==> config.mk <==
export PLATFORM = sky130hd
export DESIGN_NAME = lab2_proc_imem_drop_unit
export DESIGN_NICKNAME = d
export VERILOG_FILES = /design/src/rtl/lab2_proc_imem_drop_unit.sv
export SDC_FILE = /design/constraint.sdc
export NUM_CORES = 1
export LEC_CHECK = 0
export ABC_AREA = 1
export BUFFER_PORTS_ARGS = -buffer_cell sky130_fd_sc_hd__buf_2
export CORE_ASPECT_RATIO = 2
export CORE_MARGIN = 2
export CORE_UTILIZATION = 25
export CTS_BUF_LIST = sky130_fd_sc_hd__clkbuf_8
export DETAILED_ROUTE_END_ITERATION = 7
export HOLD_SLACK_MARGIN = 0.02
export PLACE_DENSITY = 0.45
export SKIP_LAST_GASP = 1
export SLEW_MARGIN = 0
export SYNTH_ARGS = -nofsm -noshare
export SYNTH_HDL_FRONTEND = slang
export SYNTH_SLANG_ARGS = --single-unit
==> constraint.sdc <==
create_clock -name clk -period 5.5 [get_ports clk]
set_input_delay 0.825 -clock clk [delete_from_list [all_inputs] [get_ports clk]]
set_output_delay 0.825 -clock clk [all_outputs]
set_load 0.005 [all_outputs]
==> src/rtl/lab2_proc_imem_drop_unit.sv <==
// Fetch-side adapter between F stage and imem: credit-limited request path, response queue,
// and squash handling that discards stale in-flight/buffered instructions.
// Optional macro IMEM_DROP_STATS_EN adds a 32-bit drop_count statistics output.
module lab2_proc_imem_drop_unit #(
  parameter int p_num_entries = 2,
  parameter int p_data_nbits  = 32
) (
  input  logic                    clk,
  input  logic                    reset,
  input  logic                    req_val,
  output logic                    req_rdy,
  input  logic [31:0]             req_addr,
  output logic                    mem_req_val,
  input  logic                    mem_req_rdy,
  output logic [31:0]             mem_req_addr,
  input  logic                    mem_resp_val,
  output logic                    mem_resp_rdy,
  input  logic [p_data_nbits-1:0] mem_resp_data,
  output logic                    resp_val,
  input  logic                    resp_rdy,
  output logic [p_data_nbits-1:0] resp_data,
  input  logic                    squash
`ifdef IMEM_DROP_STATS_EN
  ,
  output logic [31:0]             drop_count
`endif
);

  localparam int CW = $clog2(p_num_entries) + 1;
  localparam int PW = $clog2(p_num_entries);

  logic [CW-1:0]           inflight, inflight_n;
  logic [CW-1:0]           drop_cnt, drop_cnt_n;
  logic [CW-1:0]           count, count_n;
  logic [PW-1:0]           head, head_n;
  logic [PW-1:0]           tail, tail_n;
  logic [p_data_nbits-1:0] entries [p_num_entries];

  logic [CW:0] occupancy;
  logic        credit;
  logic        req_fire;
  logic        resp_fire;
  logic        dropping;
  logic        drop_now;
  logic        enq;
  logic        deq;

  // Credit covers both queued entries and outstanding requests, so a
  // response always has a slot waiting for it even if it will be dropped.
  assign occupancy    = {1'b0, inflight} + {1'b0, count};
  assign credit       = occupancy < (CW+1)'(p_num_entries);

  assign mem_req_val  = req_val & credit & ~reset;
  assign req_rdy      = mem_req_rdy & credit;
  assign mem_req_addr = req_addr;
  assign req_fire     = req_val & req_rdy;

  assign dropping     = (drop_cnt != '0);
  assign mem_resp_rdy = squash | dropping | (count < CW'(p_num_entries));
  assign resp_fire    = mem_resp_val & mem_resp_rdy;
  assign drop_now     = resp_fire & (squash | dropping);
  assign enq          = resp_fire & ~squash & ~dropping;

  assign resp_val     = (count != '0) & ~squash & ~reset;
  assign resp_data    = entries[head];
  assign deq          = resp_val & resp_rdy;

  always_comb begin
    inflight_n = inflight + CW'(req_fire) - CW'(resp_fire);
    drop_cnt_n = drop_cnt;
    count_n    = count;
    head_n     = head;
    tail_n     = tail;
    if (squash) begin
      // Everything issued before this cycle is stale, minus a response landing now.
      drop_cnt_n = inflight - CW'(resp_fire);
      count_n    = '0;
      head_n     = tail;
    end else begin
      drop_cnt_n = drop_cnt - CW'(resp_fire & dropping);
      count_n    = count + CW'(enq) - CW'(deq);
      head_n     = head + PW'(deq);
      tail_n     = tail + PW'(enq);
    end
  end

  always_ff @(posedge clk) begin
    if (reset) begin
      inflight <= '0;
      drop_cnt <= '0;
      count    <= '0;
      head     <= '0;
      tail     <= '0;
    end else begin
      inflight <= inflight_n;
      drop_cnt <= drop_cnt_n;
      count    <= count_n;
      head     <= head_n;
      tail     <= tail_n;
    end
  end

  always_ff @(posedge clk) begin
    if (enq) entries[tail] <= mem_resp_data;
  end

`ifdef IMEM_DROP_STATS_EN
  always_ff @(posedge clk) begin
    if (reset) drop_count <= '0;
    else       drop_count <= drop_count + 32'(drop_now) + (squash ? 32'(count) : 32'd0);
  end
`else
  logic unused_drop_now;
  assign unused_drop_now = drop_now;
`endif

  a_drop_le_inflight: assert property (@(posedge clk) disable iff (reset) drop_cnt <= inflight);
  a_occupancy_bound:  assert property (@(posedge clk) disable iff (reset)
                                       occupancy <= (CW+1)'(p_num_entries));
  a_no_overflow_enq:  assert property (@(posedge clk) disable iff (reset)
                                       (enq && count == CW'(p_num_entries)) |-> deq);

endmodule
**Yosys cells after proc, flatten, opt, wreduce, memory -nomap -nowiden**

Memory sizes are Yosys's and may differ from the RTL's. A register that Yosys moved wholly into a read port is not among the register bits.
Cells that the tools add are included.

- Magnitude comparators: 2
- $add $sub $neg: 9
- Reductions and logical operators: 3
- Bitwise logic cells: 16
- Multiplexer cells: 5

Operators with widths:

| operator | count |
|---|---|
| 1-bit bitwise AND | 11 |
| 2-bit by 1-bit subtractor with 2-bit output | 4 |
| 2-bit by 1-bit adder with 2-bit output | 2 |
| 1-bit 2-to-1 mux | 4 |
| 2-bit nonzero test | 2 |
| 2-bit by 2-bit adder with 3-bit output | 1 |
| 3-bit by 2-bit < comparator with 1-bit output (second input constant) | 1 |
| 1-bit inverter | 3 |
| 1-bit adder | 2 |
| 2-bit < comparator (second input constant) | 1 |
| 2-bit 2-to-1 mux | 1 |
| 1-bit bitwise OR | 2 |
| 2-bit OR reduction | 1 |

- Memories kept: 1
- RAM bits: 64
- Register bits after elaboration: 8
- Output and inout bits: 68
- Input port bits: 71

Memory list:

| name | words | width | read ports | clocked after Yosys merged registers in | wr ports | RTL line | source |
|---|---|---|---|---|---|---|---|
| entries | 2 | 32 | 1 | 1 | 1 | 37 | `logic [p_data_nbits-1:0] entries [p_num_entries];` |

**Logic depth before layout (Yosys ltp)**

Gate-level depths: netlist (run 1).

- Depth after elaboration: 8
- Mapped depth: 12

**Worst setup path after synthesis (run 1)**

Ideal clock, no wire load.

- Path kind: input to register
- Start point: input squash
- End point: memory entries[0][0] (enable)
- Setup slack: 3.090 ns
- Data arrival time: 2.018 ns
- Buffers on the path: 0
- Cell stages on the path: 7
- Setup time: 0.392 ns
- Required time: 5.108 ns
- Path through: inv_2 -> nand3_2 -> nand2_2 -> inv_2 -> nand3_2 -> inv_2 -> ha_1

- Longest elaborated chain between the ends: 7
- Elaborated cells between the ends (all ways): 8

RTL lines:

| item | RTL line | source |
|---|---|---|
| from (decl) | 22 | `input logic squash` |
| 1-bit bitwise OR | -- |  |
| 1-bit bitwise OR | 59 | `assign mem_resp_rdy = squash \| dropping \| (count < CW'(p_num_entries));` |
| net mem_resp_rdy | 17 | `output logic mem_resp_rdy,` |
| 1-bit bitwise AND | 60 | `assign resp_fire = mem_resp_val & mem_resp_rdy;` |
| 1-bit bitwise AND (2 in a row) | 62 | `assign enq = resp_fire & ~squash & ~dropping;` |
| 1-bit 2-to-1 mux | 104 | `if (enq) entries[tail] <= mem_resp_data;` |
| 1-bit 2-to-1 mux (not written as such) | 104 |  |
| to (decl) | 37 |  |

The timed path passes the listed nets, and every way through them passes these cells.

**Worst setup path in the final report (run 1)**

- Start point: register count[0]
- End point: output mem_req_val

- Longest elaborated chain between the ends: 4

RTL lines:

| item | RTL line | source |
|---|---|---|
| from (decl) | 34 | `logic [CW-1:0] count, count_n;` |
| from (signal assigned) | 97 | `count <= count_n;` |
| 2-bit by 2-bit adder with 3-bit output | 50 | `assign occupancy = {1'b0, inflight} + {1'b0, count};` |
| 3-bit by 2-bit < comparator with 1-bit output | 51 | `assign credit = occupancy < (CW+1)'(p_num_entries);` |
| 1-bit bitwise AND (2 in a row) | 53 | `assign mem_req_val = req_val & credit & ~reset;` |
| to (decl) | 13 | `output logic mem_req_val,` |

No other way between the ends.

==> flow_metrics.env, run 1 <==
export IMPL_outcome="complete, no violations"
export IMPL_drc_errors=0
export IMPL_yosysSeqAreaShare_pct=66.6
export IMPL_yosys_area_top_type="edfxtp_1"
export IMPL_clk_pin_slew_worst_paths_ps=80
export IMPL_yosysMostFrequentCell="nand2_1"
export IMPL_critical_path_max_stage_delay_ps=430
export IMPL_slew_headroom_pct=43.1
export IMPL_die_width_um=83.1
export IMPL_ant_nets=0
export IMPL_slowest_stage="fa_1"
export IMPL_grt_max_degree=34
export IMPL_tns_ps=0
export IMPL_max_clock_freq_mhz=381
export IMPL_setup_slack_ps=2880
export IMPL_ys_warn_count=0
export IMPL_vias=1878
export IMPL_skew_ps=9.03
export IMPL_maxSlewViolCount=0
export IMPL_finalWirelength_um=6550
export IMPL_grtUsageMet2_pct=17.7
export IMPL_min_to="head"
export IMPL_synth_fp_nets=354
export IMPL_r2r_end="inflight[1]"
export IMPL_synthSimpleGateAreaFrac_pct=16.3
export IMPL_avgSynthCellArea_um2=11.4
export IMPL_rsz0062_at_grt="no"
export IMPL_worst_ep_arrival_time_ps=1800
export IMPL_synth_xor_area_share_pct=1.12
export IMPL_synth_mux_area_fraction_pct=0
export IMPL_synth_area_mm2=0.00313
export IMPL_grt_pass1_wl_um=10100
export IMPL_drtPass1Iterations=4
export IMPL_ys_types=22
export IMPL_cp_end_kind="primary output"
export IMPL_die_height_um=162
export IMPL_finish_net_count=401
export IMPL_holdCritPathClass="reg -> reg"
export IMPL_grt_met1_usage_pct=9.05
export IMPL_peakVddDrop_mv=0.133
export IMPL_clkSinkCount=72
export IMPL_leakagePower_nw=1.58
export IMPL_cts_root_buf="clkbuf_8"
export IMPL_synth_top_family_by_area="simple AND/OR/NAND/NOR gates"
export IMPL_grt_usage_pct=10.0
export IMPL_ctsLongestPathBuffers=2
export IMPL_critical_path_class="reg -> out"
export IMPL_pin_count=139
export IMPL_initial_core_util_pct=25.6
export IMPL_synthAdderAreaFrac_pct=3.84
export IMPL_insertedDiodeCount=0
export IMPL_synth_edf_count=64
export IMPL_use_met3_pct=3.30
export IMPL_post_cts_buffers=0
export IMPL_rr_worst_depth=12
export IMPL_finalHoldViolations=0
export IMPL_antenna_found_initial=0
export IMPL_power_total_mw=1.19
export IMPL_synth_area_leaders="edfxtp_1, nand2_1, buf_4, dfxtp_1, ha_1"
export IMPL_grt_pass1_vias=2013
export IMPL_multi_input_area_um2=694
export IMPL_dp_hpwl_um=4590
export IMPL_setup_violations=0
export IMPL_worstPathCellList="nand2_1 -> inv_1 -> fa_1 -> nor4_1 -> buf_2"
export IMPL_fill_cells=1248
export IMPL_synthToLayoutAreaGrowth_pct=16.1
export IMPL_ys_ff_latch=72
export IMPL_drive_above_1_share_pct=31.3
export IMPL_gr_total_overflow=0
export IMPL_placed_area_mm2=0.00341
export IMPL_viasPerCell=3.97
export IMPL_worst_pin_slew_ps=853
export IMPL_synth_top_cell_area_share_pct=61.5
export IMPL_synthCells=274
export IMPL_ys_flop_type="edfxtp_1"
export IMPL_dieArea_mm2=0.0135
export IMPL_cts_tree="built"
export IMPL_crit_buf_inv=2
export IMPL_crit_required_ps=4680
export IMPL_synth_async_sr_flop_share_pct=0
export IMPL_period_minus_slack_ps=2620
export IMPL_core_area_mm2=0.0122
export IMPL_clock_latency_ps=350
export IMPL_gp_congestion=0.693
export IMPL_cp_start_kind="flip-flop"
export IMPL_post_cts_resized=0
export IMPL_grt_busiest_layer="met2"
export IMPL_cts_buffers_inserted=9
export IMPL_min_path_cells=2
export IMPL_synth_top_cells_by_count="nand2_1, edfxtp_1, buf_4"
export IMPL_crit_fanout=3
export IMPL_min_from="tail"
export IMPL_pre_cts_ws_ps=2910
export IMPL_post_route_period_util_pct=47.7
export IMPL_ctsHoldBuffers=0
export IMPL_worst_path_dominant_cell_family="adder cells"
export IMPL_fp_row_count=57
export IMPL_dr_first_iter_drc_count=106
export IMPL_p_per_area_mw_per_mm2=329
export IMPL_drv_cap=0
export IMPL_final_cell_area_mm2=0.00363
export IMPL_wl_per_cell_um=13.8
export IMPL_cts_htree_levels=3
export IMPL_rrSetupSlack_ps=3280
export IMPL_synth_compound_area_share_pct=0.801
export IMPL_io_buffer_count=74
export IMPL_r2r_start="count[0]"
export IMPL_seqCellArea_mm2=0.00208
## layer usage
layer,vias to the layer above,wire length [µm],share of wire [%]
li1,948,-,-
met1,847,2270,35
met2,56,3560,54
met3,27,404,6.2
met4,0,316,4.8
met5,-,0,0
## report_power, final
part	total (mW)	switching (mW)	internal, mW
Clock	0.459	0.203	0.256
Combinational	0.106	0.0617	0.0440
Sequential	0.629	0.00952	0.619
Total	1.19	0.274	0.919
## how the worst max path moves through the flow
stage,from,end,cells after the start
finish,count[0],mem_req_val,5
global route,count[0],mem_req_val,5
detailed placement,squash,entries[0][29],8
CTS,count[1],mem_req_val,3
global placement,squash,entries[0][29],8
floorplan,squash,entries[0][0],7
## logic make-up after synthesis
logic type,Yosys count
adders and majority gates,9
and+or+nand+nor,126
AOI/OAI and AO/OA,5
xor gates and xnor gates,4
DFF,72
buffers and inverters,58
## worst register-to-register path: cells and delay by family (launching register included)
family        cells  cell delay, ps
buf+inv           2             100
fa+ha+maj         3             880
simple gates      6             600
flops             1             370
xor+xnor          1             170
## state kept, by name, summed over array words and instances (netlist names)
register,flops
count,2
drop_cnt,2
entries,64
head,1
inflight,2
tail,1
## layout make-up
class,instances,area share (%)
clock buffer,9,3.41
tap,147,5.07
inverter,19,1.97
sequential,72,57.4
clock inverter,7,2.62
multi-input combinational,144,19.1
timing repair buffer,75,10.4
## layout by cell type (no fill, tap or decap), types with 3 or more instances in the layout
cell type / synthesis / final
inv_2: 4 / 4
clkbuf_8: 0 / 9
buf_2: 4 / 74
edfxtp_1: 64 / 64
a21oi_1: 3 / 3
ha_1: 8 / 6
dfxtp_1: 8 / 8
nor2_1: 7 / 7
xor2_1: 3 / 3
inv_1: 15 / 15
nand2_1: 109 / 109
## metrics by stage
stage,utilization [%],hold slack (ps),instances
floorplan,-,480,274
global placement,28.0,529,457
detailed placement,28.0,533,457
CTS,29.8,547,473
global route,29.8,584,473
finish,29.8,545,473
Power figures use the tool's default switching activity.
==> run 2, diff against run 1 <==
==> constraint.sdc (replaced) <==
create_clock -name clk -period 2.6 [get_ports clk]
set_input_delay 0.39 -clock clk [delete_from_list [all_inputs] [get_ports clk]]
set_output_delay 0.39 -clock clk [all_outputs]
set_load 0.005 [all_outputs]
==> flow_metrics.env, run 2 (synthesis results as in run 1) <==
export IMPL_mostFrequentLayoutCells="nand2_1, buf_2, edfxtp_1"
export IMPL_dieArea_mm2=0.0135
export IMPL_initial_core_util_pct=25.6
export IMPL_dr_first_iter_drc_count=129
export IMPL_drv_cap=0
export IMPL_min_to="entries[1][19]"
export IMPL_post_cts_buffers=0
export IMPL_multi_input_area_um2=694
export IMPL_antenna_found_initial=0
export IMPL_crit_buf_inv=2
export IMPL_r2r_start="inflight[0]"
export IMPL_tns_ps=0
export IMPL_drc_errors=0
export IMPL_crit_required_ps=2840
export IMPL_synthToLayoutAreaGrowth_pct=18.0
export IMPL_dp_hpwl_um=4750
export IMPL_die_height_um=162
export IMPL_post_cts_resized=0
export IMPL_peakVddDrop_mv=0.304
export IMPL_grt_pass1_wl_um=10800
export IMPL_finalWirelength_um=6720
export IMPL_drtPass1Iterations=4
export IMPL_cts_htree_levels=3
export IMPL_skew_ps=11.0
export IMPL_finalHoldViolations=0
export IMPL_worstPathCellList="nand2_1 -> inv_1 -> fa_1 -> nor3b_1 -> nand2_1 -> ha_1 -> inv_1 -> ha_1 -> xor2_1 -> nand2_1 -> nand2_1 -> nor2_1"
export IMPL_max_clock_freq_mhz=451
export IMPL_clk_pin_slew_worst_paths_ps=80
export IMPL_ctsLongestPathBuffers=2
export IMPL_r2r_end="inflight[1]"
export IMPL_critical_path_class="reg -> reg"
export IMPL_critical_path_max_stage_delay_ps=420
export IMPL_finish_net_count=405
export IMPL_viasPerCell=4.01
export IMPL_cp_end_kind="flip-flop"
export IMPL_rrSetupSlack_ps=380
export IMPL_min_path_cells=1
export IMPL_worst_ep_arrival_time_ps=2460
export IMPL_setup_violations=0
export IMPL_min_from="mem_resp_data[19]"
export IMPL_ctsHoldBuffers=0
export IMPL_post_route_period_util_pct=85.3
export IMPL_core_area_mm2=0.0122
export IMPL_grt_pass1_vias=2127
export IMPL_p_per_area_mw_per_mm2=685
export IMPL_leakagePower_nw=1.60
export IMPL_grt_max_degree=34
export IMPL_grt_usage_pct=10.7
export IMPL_cts_buffers_inserted=9
export IMPL_largest_reg_flops=64
export IMPL_ant_nets=0
export IMPL_gr_total_overflow=0
export IMPL_clock_latency_ps=340
export IMPL_rr_worst_depth=12
export IMPL_maxSlewViolCount=0
export IMPL_post_route_util_pct=30.2
export IMPL_crit_top_cell="nand2_1"
export IMPL_outcome="complete, no violations"
export IMPL_clkSinkCount=72
export IMPL_die_width_um=83.1
export IMPL_pin_count=139
export IMPL_worst_pin_slew_ps=646
export IMPL_gp_congestion=0.717
export IMPL_cts_root_buf="clkbuf_8"
export IMPL_seqCellArea_mm2=0.00208
export IMPL_cts_tree="built"
export IMPL_holdCritPathClass="in -> reg"
export IMPL_drive_above_1_share_pct=31.8
export IMPL_io_buffer_count=74
export IMPL_fill_cells=1269
export IMPL_rsz0062_at_grt="no"
export IMPL_final_common_cell="nand2_1"
export IMPL_crit_fanout=3
export IMPL_fp_row_count=57
export IMPL_wl_per_cell_um=14.1
export IMPL_top_register="entries"
export IMPL_slowest_stage="fa_1"
export IMPL_worst_path_dominant_cell_family="adder cells"
export IMPL_slew_headroom_pct=56.9
export IMPL_cp_start_kind="flip-flop"
export IMPL_period_minus_slack_ps=2220
export IMPL_vias=1915
==> run 2: routing by layer <==
| layer | wire length, µm | track usage (%) | vias to the layer above |
|---|---|---|---|
| li1 | - | - | 958 |
| met1 | 2120 | 8.91 | 886 |
| met2 | 3900 | 20.1 | 46 |
| met3 | 430 | 3.81 | 25 |
| met4 | 277 | 8.12 | 0 |
| met5 | 0 | 0 | - |
==> run 2: layout make-up <==
class / instances / area share (%)
clock inverter: 7 / 2.61
clock buffer: 9 / 3.36
sequential: 72 / 56.5
multi-input combinational: 144 / 18.8
inverter: 19 / 1.93
tap: 147 / 4.99
antenna: 1 / 0.0679
timing repair buffer: 79 / 11.7
==> run 2: worst max path at each step <==
stage,cells after the start,slack [ps],from,to
floorplan,12,480,count[0],inflight[1]
detailed placement,10,390,count[1],inflight[1]
global route,12,150,count[0],inflight[1]
finish,12,380,inflight[0],inflight[1]
global placement,12,470,inflight[0],inflight[1]
CTS,12,370,inflight[0],inflight[1]
==> run 2: worst reg2reg max path: cells and delay by family, from the launching register on <==
| family | cells | cell delay [ps] |
|---|---|---|
| DFF | 1 | 370 |
| xor gates and xnor gates | 1 | 190 |
| adders and majority gates | 3 | 850 |
| buffers and inverters | 2 | 110 |
| and+or+nand+nor | 6 | 600 |
==> run 2: power by group <==
part	switching, mW	internal [mW]	total [mW]
registers	0.0198	1.31	1.33
clock network	0.424	0.541	0.965
logic	0.131	0.100	0.231
total	0.575	1.95	2.53
==> run 2: through the flow <==
step	cell area (µm²)	cells	power (mW)	setup WS (ps)	hold slack (ps)
6_report	3690	478	2.53	383	228
3_3_place_gp	3460	461	1.59	471	525
3_5_place_dp	3460	461	1.60	388	529
2_1_floorplan	3130	274	1.51	484	461
5_1_grt	3680	477	2.65	150	196
4_1_cts	3680	477	2.58	374	201
==> run 3, diff against run 2 <==
--- a/config.mk
+++ b/config.mk
@@ -5,15 +5,13 @@
 export SDC_FILE = /design/constraint.sdc
 export NUM_CORES = 1
 export LEC_CHECK = 0
-export ABC_AREA = 1
 export BUFFER_PORTS_ARGS = -buffer_cell sky130_fd_sc_hd__buf_2
 export CORE_ASPECT_RATIO = 2
-export CORE_MARGIN = 2
 export CORE_UTILIZATION = 25
 export CTS_BUF_LIST = sky130_fd_sc_hd__clkbuf_8
 export DETAILED_ROUTE_END_ITERATION = 7
 export HOLD_SLACK_MARGIN = 0.02
-export PLACE_DENSITY = 0.45
+export PLACE_DENSITY = 0.44
 export SKIP_LAST_GASP = 1
 export SLEW_MARGIN = 0
 export SYNTH_ARGS = -nofsm -noshare
==> flow_metrics.env, run 3 <==
export IMPL_ys_types=31
export IMPL_insertedDiodeCount=0
export IMPL_tns_ps=0
export IMPL_ctsLongestPathBuffers=2
export IMPL_top_register="entries"
export IMPL_slew_headroom_pct=72.2
export IMPL_finalNonFillerCells=398
export IMPL_synth_area_leaders="edfxtp_1, mux2_4, buf_4, dfxtp_1, ha_1"
export IMPL_crit_fanout=4
export IMPL_leakagePower_nw=1.47
export IMPL_finalHoldViolations=0
export IMPL_crit_path_start="count[0]"
export IMPL_cts_buffers_inserted=9
export IMPL_yosysMostFrequentCell="edfxtp_1"
export IMPL_die_width_um=82.8
export IMPL_p_per_area_mw_per_mm2=647
export IMPL_dpl_cell_count=382
export IMPL_synth_async_sr_flop_share_pct=0
export IMPL_cp_end_kind="flip-flop"
export IMPL_dr_wl_met2_um=3300
export IMPL_post_cts_buffers=0
export IMPL_grt_pass1_vias=1758
export IMPL_ant_nets=0
export IMPL_ys_ff_latch=72
export IMPL_wl_met1_um=1920
export IMPL_grt_max_degree=21
export IMPL_switching_share_pct=24.4
export IMPL_post_route_period_util_pct=86.5
export IMPL_ys_warn_count=0
export IMPL_clock_latency_ps=340
export IMPL_post_cts_resized=0
export IMPL_synth_top_cells_by_count="edfxtp_1, buf_4, mux2_4"
export IMPL_yosys_area_top_type="edfxtp_1"
export IMPL_holdCritPathClass="in -> reg"
export IMPL_post_route_util_pct=29.6
export IMPL_outcome="complete, no violations"
export IMPL_antenna_found_initial=0
export IMPL_synth_top_cell_area_share_pct=58.8
export IMPL_avgSynthCellArea_um2=17.2
export IMPL_seqPwrFrac_pct=56.0
export IMPL_slowest_stage="fa_1"
export IMPL_worst_pin_slew_ps=416
export IMPL_clockPowerShare_pct=32.0
export IMPL_fp_row_count=58
export IMPL_rsz0062_at_grt="no"
export IMPL_drc_errors=0
export IMPL_worst_path_dominant_cell_family="adder cells"
export IMPL_period_minus_slack_ps=2250
export IMPL_cts_htree_levels=3
export IMPL_dr_first_iter_drc_count=43
export IMPL_r2r_start="count[0]"
export IMPL_synth_area_mm2=0.00327
export IMPL_peakVddDrop_mv=0.232
export IMPL_cts_tree="built"
export IMPL_io_buffer_count=74
export IMPL_top_layer="met4"
export IMPL_crit_buf_inv=1
export IMPL_gp_congestion=0.626
export IMPL_clkSinkCount=72
export IMPL_power_total_mw=2.42
export IMPL_skew_ps=7.92
export IMPL_finish_net_count=323
export IMPL_core_area_mm2=0.0126
export IMPL_wl_met3_um=302
export IMPL_power_internal_mw=1.83
export IMPL_maxSlewViolCount=0
export IMPL_drive_above_1_share_pct=54.8
export IMPL_gr_total_overflow=0
export IMPL_p_switching_uw=589
export IMPL_mostFrequentLayoutCells="buf_2, edfxtp_1, mux2_4"
export IMPL_pre_cts_ws_ps=343
export IMPL_wl_per_cell_um=14.4
export IMPL_final_cell_area_mm2=0.00373
export IMPL_grt_usage_pct=9.20
export IMPL_viasPerCell=4.07
export IMPL_drtPass1Iterations=3
export IMPL_vias=1621
export IMPL_crit_required_ps=2830
export IMPL_dieArea_mm2=0.0136
export IMPL_synth_edf_count=64
export IMPL_dp_hpwl_um=4060
export IMPL_worst_ep_arrival_time_ps=2480
export IMPL_setup_violations=0
export IMPL_setup_slack_ps=352
export IMPL_die_height_um=164
export IMPL_final_common_cell="buf_2"
export IMPL_synthCells=190
export IMPL_critical_path_max_stage_delay_ps=460
export IMPL_drv_cap=0
export IMPL_ys_flop_type="edfxtp_1"
export IMPL_comb_power_share_pct=12.0
export IMPL_critical_path_class="reg -> reg"
export IMPL_initial_core_util_pct=25.9
export IMPL_cts_root_buf="clkbuf_8"
export IMPL_min_from="mem_resp_data[3]"
export IMPL_placed_area_mm2=0.00356
export IMPL_yosysSeqAreaShare_pct=63.7
export IMPL_finalWirelength_um=5730
export IMPL_pin_count=139
export IMPL_synth_fp_nets=270
export IMPL_clk_pin_slew_worst_paths_ps=80
export IMPL_synthToLayoutAreaGrowth_pct=14.3
export IMPL_worstPathCellList="and2_1 -> fa_1 -> nor3b_1 -> nand2_1 -> ha_1 -> inv_1 -> ha_1 -> xor2_1 -> xnor2_1 -> nor2_1"
export IMPL_grt_pass1_wl_um=9040
export IMPL_cp_start_kind="flip-flop"
export IMPL_largest_reg_flops=64
export IMPL_hold_slack_ps=229
export IMPL_max_clock_freq_mhz=445
export IMPL_ctsHoldBuffers=0
export IMPL_crit_top_cell="ha_1"
==> run 3: changes by cell type after synthesis, moves of 3 or more <==
cell / delta
buf_12: +3
nand2_1: -107
inv_1: -9
mux2_4: +30
buf_4: -3
buf_2: -3
inv_2: -3
and2_1: +3
nor2_1: -3
==> run 3: final cells by class <==
type,instances,area [µm²]
clock buffer,9,124
clock inverter,7,48.8
fill,1314,8890
inverter,7,26.3
multi-input combinational,73,836
sequential,72,2080
tap,150,188
timing repair buffer,80,428
==> run 3: power by group through the flow <==
stage                     clock, mW  sequential [mW]  combinational, mW
after global placement            0             1.38              0.298
after CTS                     0.832             1.36              0.301
final                         0.774             1.35              0.290
after global routing          0.858             1.36              0.328
after floorplan                   0             1.37              0.244
after detailed placement          0             1.38              0.300
==> run 3: kinds of logic (layout without fill, tap and decap cells) <==
| family | after synthesis | after routing | share of synthesized area [%] |
|---|---|---|---|
| and+or+nand+nor | 19 | 19 | 4.06 |
| adders and majority gates | 9 | 9 | 3.68 |
| muxes | 32 | 32 | 14.5 |
| xor gates and xnor gates | 6 | 6 | 1.61 |
| buffers and inverters | 45 | 103 | 10.8 |
| AOI/OAI and AO/OA | 7 | 7 | 1.61 |
| DFF | 72 | 72 | 63.7 |
==> run 3: routing by layer <==
| metal | up-vias | global-route usage [%] |
|---|---|---|
| li1 | 759 | - |
| met1 | 780 | 7.97 |
| met2 | 56 | 17.3 |
| met3 | 26 | 3.23 |
| met4 | 0 | 6.27 |
| met5 | - | 0 |
==> run 3: path summary, 6_finish.rpt <==
path,end,slack (ps),cells past startpoint
setup / recovery,inflight[1],350,10
hold / removal,entries[0][3],230,1
setup reg to reg,inflight[1],350,10
hold reg to reg,drop_cnt[0],610,3
